===== config.mk =====
export PLATFORM = sky130hd
export DESIGN_NAME = counter_stim_gen
export DESIGN_NICKNAME = d
export VERILOG_FILES = /design/src/rtl/counter_stim_gen_pkg.sv /design/src/rtl/counter_stim_gen_lfsr16.sv /design/src/rtl/counter_stim_gen.sv
export SDC_FILE = /design/constraint.sdc
export NUM_CORES = 1
export LEC_CHECK = 0
export ABC_AREA = 1
export BUFFER_PORTS_ARGS = -buffer_cell sky130_fd_sc_hd__buf_2
export CAP_MARGIN = 20
export CORE_AREA = 2 2 72 74
export CTS_BUF_LIST = sky130_fd_sc_hd__clkbuf_16
export CTS_CLUSTER_DIAMETER = 30
export CTS_CLUSTER_SIZE = 28
export DETAILED_ROUTE_END_ITERATION = 12
export DIE_AREA = 0 0 74 76
export PLACE_DENSITY = 0.76
export REMOVE_ABC_BUFFERS = 1
export SLEW_MARGIN = 0
export SYNTH_ARGS = -nofsm -noshare
export SYNTH_HDL_FRONTEND = slang
export SYNTH_HIERARCHICAL = 1
export SYNTH_SLANG_ARGS = --single-unit

===== constraint.sdc =====
create_clock -name clk -period 2 [get_ports clk]
set_clock_uncertainty 0.15 [all_clocks]
set_input_delay 0.1 -clock clk [delete_from_list [all_inputs] [get_ports clk]]
set_output_delay 0.1 -clock clk [all_outputs]
set_load 0.01 [all_outputs]

===== src/rtl/counter_stim_gen_pkg.sv =====
// Shared types and constants for the counter stimulus generator.
// Holds the FSM and op encodings, the LFSR tap mask and its step function.
package counter_stim_gen_pkg;

    typedef enum logic [1:0] {
        ST_IDLE  = 2'd0,
        ST_RUN   = 2'd1,
        ST_DRAIN = 2'd2,
        ST_DONE  = 2'd3
    } state_t;

    typedef enum logic [1:0] {
        OP_IDLE = 2'b00,
        OP_INC  = 2'b01,
        OP_LD   = 2'b10,
        OP_INC2 = 2'b11
    } op_t;

    localparam logic [15:0] LFSR_TAPS = 16'hB400;

    // One right-shifting Galois step.
    function automatic logic [15:0] lfsr_step(input logic [15:0] s);
        return s[0] ? ((s >> 1) ^ LFSR_TAPS) : (s >> 1);
    endfunction

endpackage


===== src/rtl/counter_stim_gen_lfsr16.sv =====
// 16-bit Galois LFSR with synchronous seed load and a shift enable.
module counter_stim_gen_lfsr16
    import counter_stim_gen_pkg::*;
(
    input  logic        clk,
    input  logic        rst,
    input  logic        en,
    input  logic [15:0] seed,
    output logic [15:0] q
);

    // NOTE: sequential state uses non-blocking assignments so every register samples pre-edge values.
    always_ff @(posedge clk) begin
        if (rst) begin
            q <= seed;
        end else if (en) begin
            q <= lfsr_step(q);
        end
    end

endmodule


===== src/rtl/counter_stim_gen.sv =====
// Legal-traffic generator and scoreboard for a loadable up-counter: issues ld/inc
// under LFSR control, tracks the expected count and flags data_out disagreements.
module counter_stim_gen
    import counter_stim_gen_pkg::*;
#(
    parameter int          WIDTH     = 3,
    parameter int          NUM_OPS   = 64,
    parameter logic [15:0] LFSR_SEED = 16'hACE1
) (
    input  logic             clk,
    input  logic             rst,
    input  logic             start,
    input  logic             inject_err,
    input  logic [WIDTH-1:0] data_out,
    output logic             ld,
    output logic             inc,
    output logic [WIDTH-1:0] data_in,
    output logic             busy,
    output logic             done,
    output logic             mismatch,
    output logic [7:0]       err_count,
    output logic [7:0]       op_count
);

    localparam logic [WIDTH-1:0] MAX_COUNT = '1;
    localparam logic [7:0]       LAST_OP   = 8'(NUM_OPS - 1);

    state_t           state;
    state_t           state_nxt;
    logic [15:0]      lfsr;
    logic             lfsr_en;
    logic             lfsr_rst;
    logic [WIDTH-1:0] exp_cnt;
    logic [WIDTH-1:0] exp_nxt;
    logic             ld_dec;
    logic             inc_dec;
    logic             inject_hit;
    logic             cmp_armed;
    logic             cmp_fail;

    // The op decided this cycle is presented next cycle, so shift only when heading into RUN.
    assign lfsr_en  = (state_nxt == ST_RUN);
    // All-zero is the lock-up state of the LFSR; reload the seed should it ever get there.
    assign lfsr_rst = rst || (lfsr == '0);

    counter_stim_gen_lfsr16 u_lfsr (
        .clk  (clk),
        .rst  (lfsr_rst),
        .en   (lfsr_en),
        .seed (LFSR_SEED),
        .q    (lfsr)
    );

    always_ff @(posedge clk) begin
        if (rst) begin
            state <= ST_IDLE;
        end else begin
            state <= state_nxt;
        end
    end

    always_comb begin
        // NOTE: default first so no path through the case leaves state_nxt unassigned (no latch).
        state_nxt = state;
        case (state)
            ST_IDLE:  if (start) state_nxt = ST_RUN;
            ST_RUN:   if ((ld || inc) && op_count == LAST_OP) state_nxt = ST_DRAIN;
            ST_DRAIN: state_nxt = ST_DONE;
            ST_DONE:  state_nxt = ST_IDLE;
            default:  state_nxt = ST_IDLE;
        endcase
    end

    always_comb begin
        busy = (state == ST_RUN) || (state == ST_DRAIN);
        done = (state == ST_DONE);
    end

    // Count the counter holds once the op now on ld/inc has been applied (ld wins).
    assign exp_nxt    = ld ? data_in : (inc ? exp_cnt + WIDTH'(1) : exp_cnt);
    assign inject_hit = inject_err && (lfsr[15:14] == 2'b11);

    // exp_nxt is what the counter shows when the op decided here reaches it.
    always_comb begin
        ld_dec  = 1'b0;
        inc_dec = 1'b0;
        if (inject_hit) begin
            if (exp_nxt == MAX_COUNT) begin
                inc_dec = 1'b1;
            end else begin
                ld_dec  = 1'b1;
                inc_dec = 1'b1;
            end
        end else begin
            case (op_t'(lfsr[1:0]))
                OP_LD:           ld_dec = 1'b1;
                OP_INC, OP_INC2: if (exp_nxt == MAX_COUNT) ld_dec = 1'b1;
                                 else inc_dec = 1'b1;
                default: ;
            endcase
        end
    end

    assign cmp_fail = cmp_armed && (data_out != exp_cnt);

    always_ff @(posedge clk) begin
        if (rst) begin
            ld        <= 1'b0;
            inc       <= 1'b0;
            data_in   <= '0;
            exp_cnt   <= '0;
            cmp_armed <= 1'b0;
            mismatch  <= 1'b0;
            err_count <= '0;
            op_count  <= '0;
        end else begin
            ld        <= lfsr_en && ld_dec;
            inc       <= lfsr_en && inc_dec;
            if (lfsr_en) begin
                data_in <= lfsr[WIDTH+1:2];
            end
            exp_cnt   <= exp_nxt;
            // The first RUN cycle is not compared; every later RUN cycle and DRAIN are.
            cmp_armed <= (state == ST_RUN);
            mismatch  <= cmp_fail;
            if (state == ST_IDLE && start) begin
                op_count  <= '0;
                err_count <= '0;
            end else begin
                if (state == ST_RUN && (ld || inc)) begin
                    op_count <= op_count + 8'd1;
                end
                if (cmp_fail && err_count != 8'hFF) begin
                    err_count <= err_count + 8'd1;
                end
            end
        end
    end

endmodule


==> summary.md <==
| Metric | Value |
|---|---|
| Final Cell Area | `0.00292 sq mm` |
| Hpwl dp | `3.30 mm` |
| Die area | `0.00562 sq mm` |
| Seq/Total Area, Yosys | `0.449` |
| Core box area | `0.00491 sq mm` |
| Crit path DAT | `1.76 ns` |
| Post-route antenna net violation count | `0` |
| Final setup violation count | `0` |
| Detailed Route Iter0 Violations | `60` |
| Syn_area_per_cell | `7.96 sq um` |
| CTS Buf Count | `5` |
| Worst setup margin | `0.118 ns` |
| Post-placement cell count | `421` |
| Outcome | `complete, no violations` |
| Dpl cell area | `0.00271 sq mm` |
| First-pass GRT wire length | `7.70 mm` |
| Horiz. Die Dim | `74 microns` |
| Finished Layout Cells | `431` |
| Largest net degree at the start of global routing | `17` |
| Cell Area, Synth | `0.00232 sq mm` |
| Port bufs | `30` |
| Cells after synthesis | `291` |
| Commonest non-fill, non-tap cell in the layout | `nand2_1` |
| Final wirelength | `4.56 mm` |
| Initial core utilization | `0.472` |
| Htree depth | `2` |
| FMAX | `531 MHz` |
| Clk pin slew, worst setup/hold paths | `0.06 ns` |
| Worst setup EP type | `flop` |
| RePlAce Congestion | `0.834` |
| Fin crit period | `1.88 ns` |
| Final nets | `375` |
| Row cnt | `26` |
| Final cycle utilization of the critical path | `0.941` |
| Routed vias/inst | `4.63` |
| Initial antenna violation count | `0` |
| Hold Vio Cnt, Final | `0` |
| Die height | `76 microns` |
| Share of post-route cells with drive strength above 1 | `0.238` |
| Critical path type | `reg2reg` |
| Number of library cell types mapped by synthesis | `33` |
| CTS root buffer | `clkbuf_16` |
| Maximum clock path buffer count | `2` |
| Top-level I/O count | `31` |
| Crit path max fanout | `8` |
| Vias | `1997` |
| CTS tree | `built` |
| Pwr Density | `824 mW/mm^2` |
| Startpoint Class | `flop` |
| Core Util, Final | `0.594` |
| FF+latch count, synth | `44` |
| Pleak | `1.40 nW` |
| Drc violations | `0` |
| Post-place setup slack | `-0.0543 ns` |
| Setup TNS Final | `0 ns` |
| Min-Delay Path Class | `in2reg` |
| WL/cell | `10.6 microns` |
| Peak VDD IR | `0.431 mV` |
| Commonest cells after routing, fill and taps aside | `nand2_1, inv_1, buf_2` |
| Pins Over Slew Limit | `0` |
| Total GRT Usage | `0.173` |
| # clock sinks | `44` |
| Grt ovf | `0` |
| # Max-Cap Violations | `0` |
| Number of global-route vias before repair | `1865` |
| Area Growth Syn to Fin | `26.0%` |
| Antenna diodes | `0` |
| TritonRoute pass-1 iters | `4` |
| Synth warn | `6` |
| Critical Path RT | `1.88 ns` |
| Worst-Skew Late Latency | `0.28 ns` |
[critical path: stages (launching register included)]
cell	delay (ns)
dfxtp_1	0.38
inv_1	0.07
ha_1	0.20
o21ai_0	0.26
nand2_2	0.12
nand3_4	0.10
inv_2	0.05
or2_4	0.29
[synth_stat cells]
library cell  count  share of area
ha_1              8          0.043
inv_2             1         0.0016
nor2_1           18          0.029
nand3_4           1         0.0076
buf_4             1         0.0032
conb_1            2         0.0032
nor2_2            3         0.0081
nand4_1           5          0.013
inv_8             1         0.0049
a21oi_1          17          0.037
o21ai_1           2         0.0043
or2_2             1         0.0027
nand2_2           8          0.022
nand3_1          21          0.045
a21boi_1          1         0.0032
dfxtp_1          28           0.24
nor4_1            5          0.013
buf_6             2         0.0097
nor2_4            2         0.0097
edfxtp_1         16           0.21
nand3_2           2         0.0086
nor3_2            1         0.0043
clkbuf_8          1         0.0059
nor3b_1           1         0.0032
xnor2_1           6          0.023
o21ai_0           9          0.019
nand2_1          83           0.13
xor2_1            3          0.011
nor3_1            3         0.0065
a21oi_2           1         0.0038
inv_1            35          0.057
and3_1            1         0.0027
nand2_4           2         0.0097
[cell type report]
class	instances	area, sq um
fillers	432	1990
clock inverters	2	8.76
flip-flops and latches	44	1040
clock buffers	6	150
multi-input cells	221	1170
repair buffers	51	314
well taps	70	87.6
inverters	37	146
[final timing paths]
path / from / endpoint / slack [ns] / cells after the start
worst min-delay path: inject_err / ld / 0.07 / 4
worst max-delay path: state[1] / u_lfsr/q[0] / 0.12 / 7
worst max register to register: state[1] / u_lfsr/q[0] / 0.12 / 7
worst min register to register: cmp_armed / mismatch / 0.32 / 2
[state kept, by name, indices dropped and copies added, names as in the netlist]
signal,cells
mismatch,1
ld,1
state,2
inc,1
data_in,3
op_count,8
exp_cnt,3
cmp_armed,1
err_count,8
u_lfsr/q,16
[timing repair]
item | CTS | global route
gates cloned | 0 | 1
setup endpoints to repair | 16 | 31
pin swaps | 0 | 2
buffers inserted | 0 | 0
endpoints found under the hold margin | 5 | 0
resized for setup | 1 | 7
hold buffers | 1 | 0
[power by group]
part	switching (mW)	internal, mW	leakage [nW]
clock	0.321	0.531	0.0832
combinational	0.254	0.187	0.926
sequential	0.0726	1.04	0.395
[stage by stage]
stage	hold slack, ns	power (mW)
after floorplan	0.0191	1.40
after global placement	0.262	1.54
after detailed placement	0.270	1.56
after CTS	0.0687	2.41
after global routing	0.123	2.53
final	0.0703	2.41
[metal layers]
layer,wire length [microns],vias to the layer above,track usage
met2,2380,29,0.305
met3,148,5,0.0410
met1,1990,897,0.194
li1,-,1066,-
met4,53,0,0.0709
met5,0,-,0
[logic make-up after synthesis]
logic type,after synthesis,share of synthesized area
DFF,44,0.449
xor gates and xnor gates,9,0.0340
other,2,0.00324
and+or+nand+nor,157,0.321
adders and majority gates,8,0.0432
AOI/OAI and AO/OA,30,0.0675
buffers and inverters,41,0.0821
No activity file was read; power rests on OpenSTA's default activity.
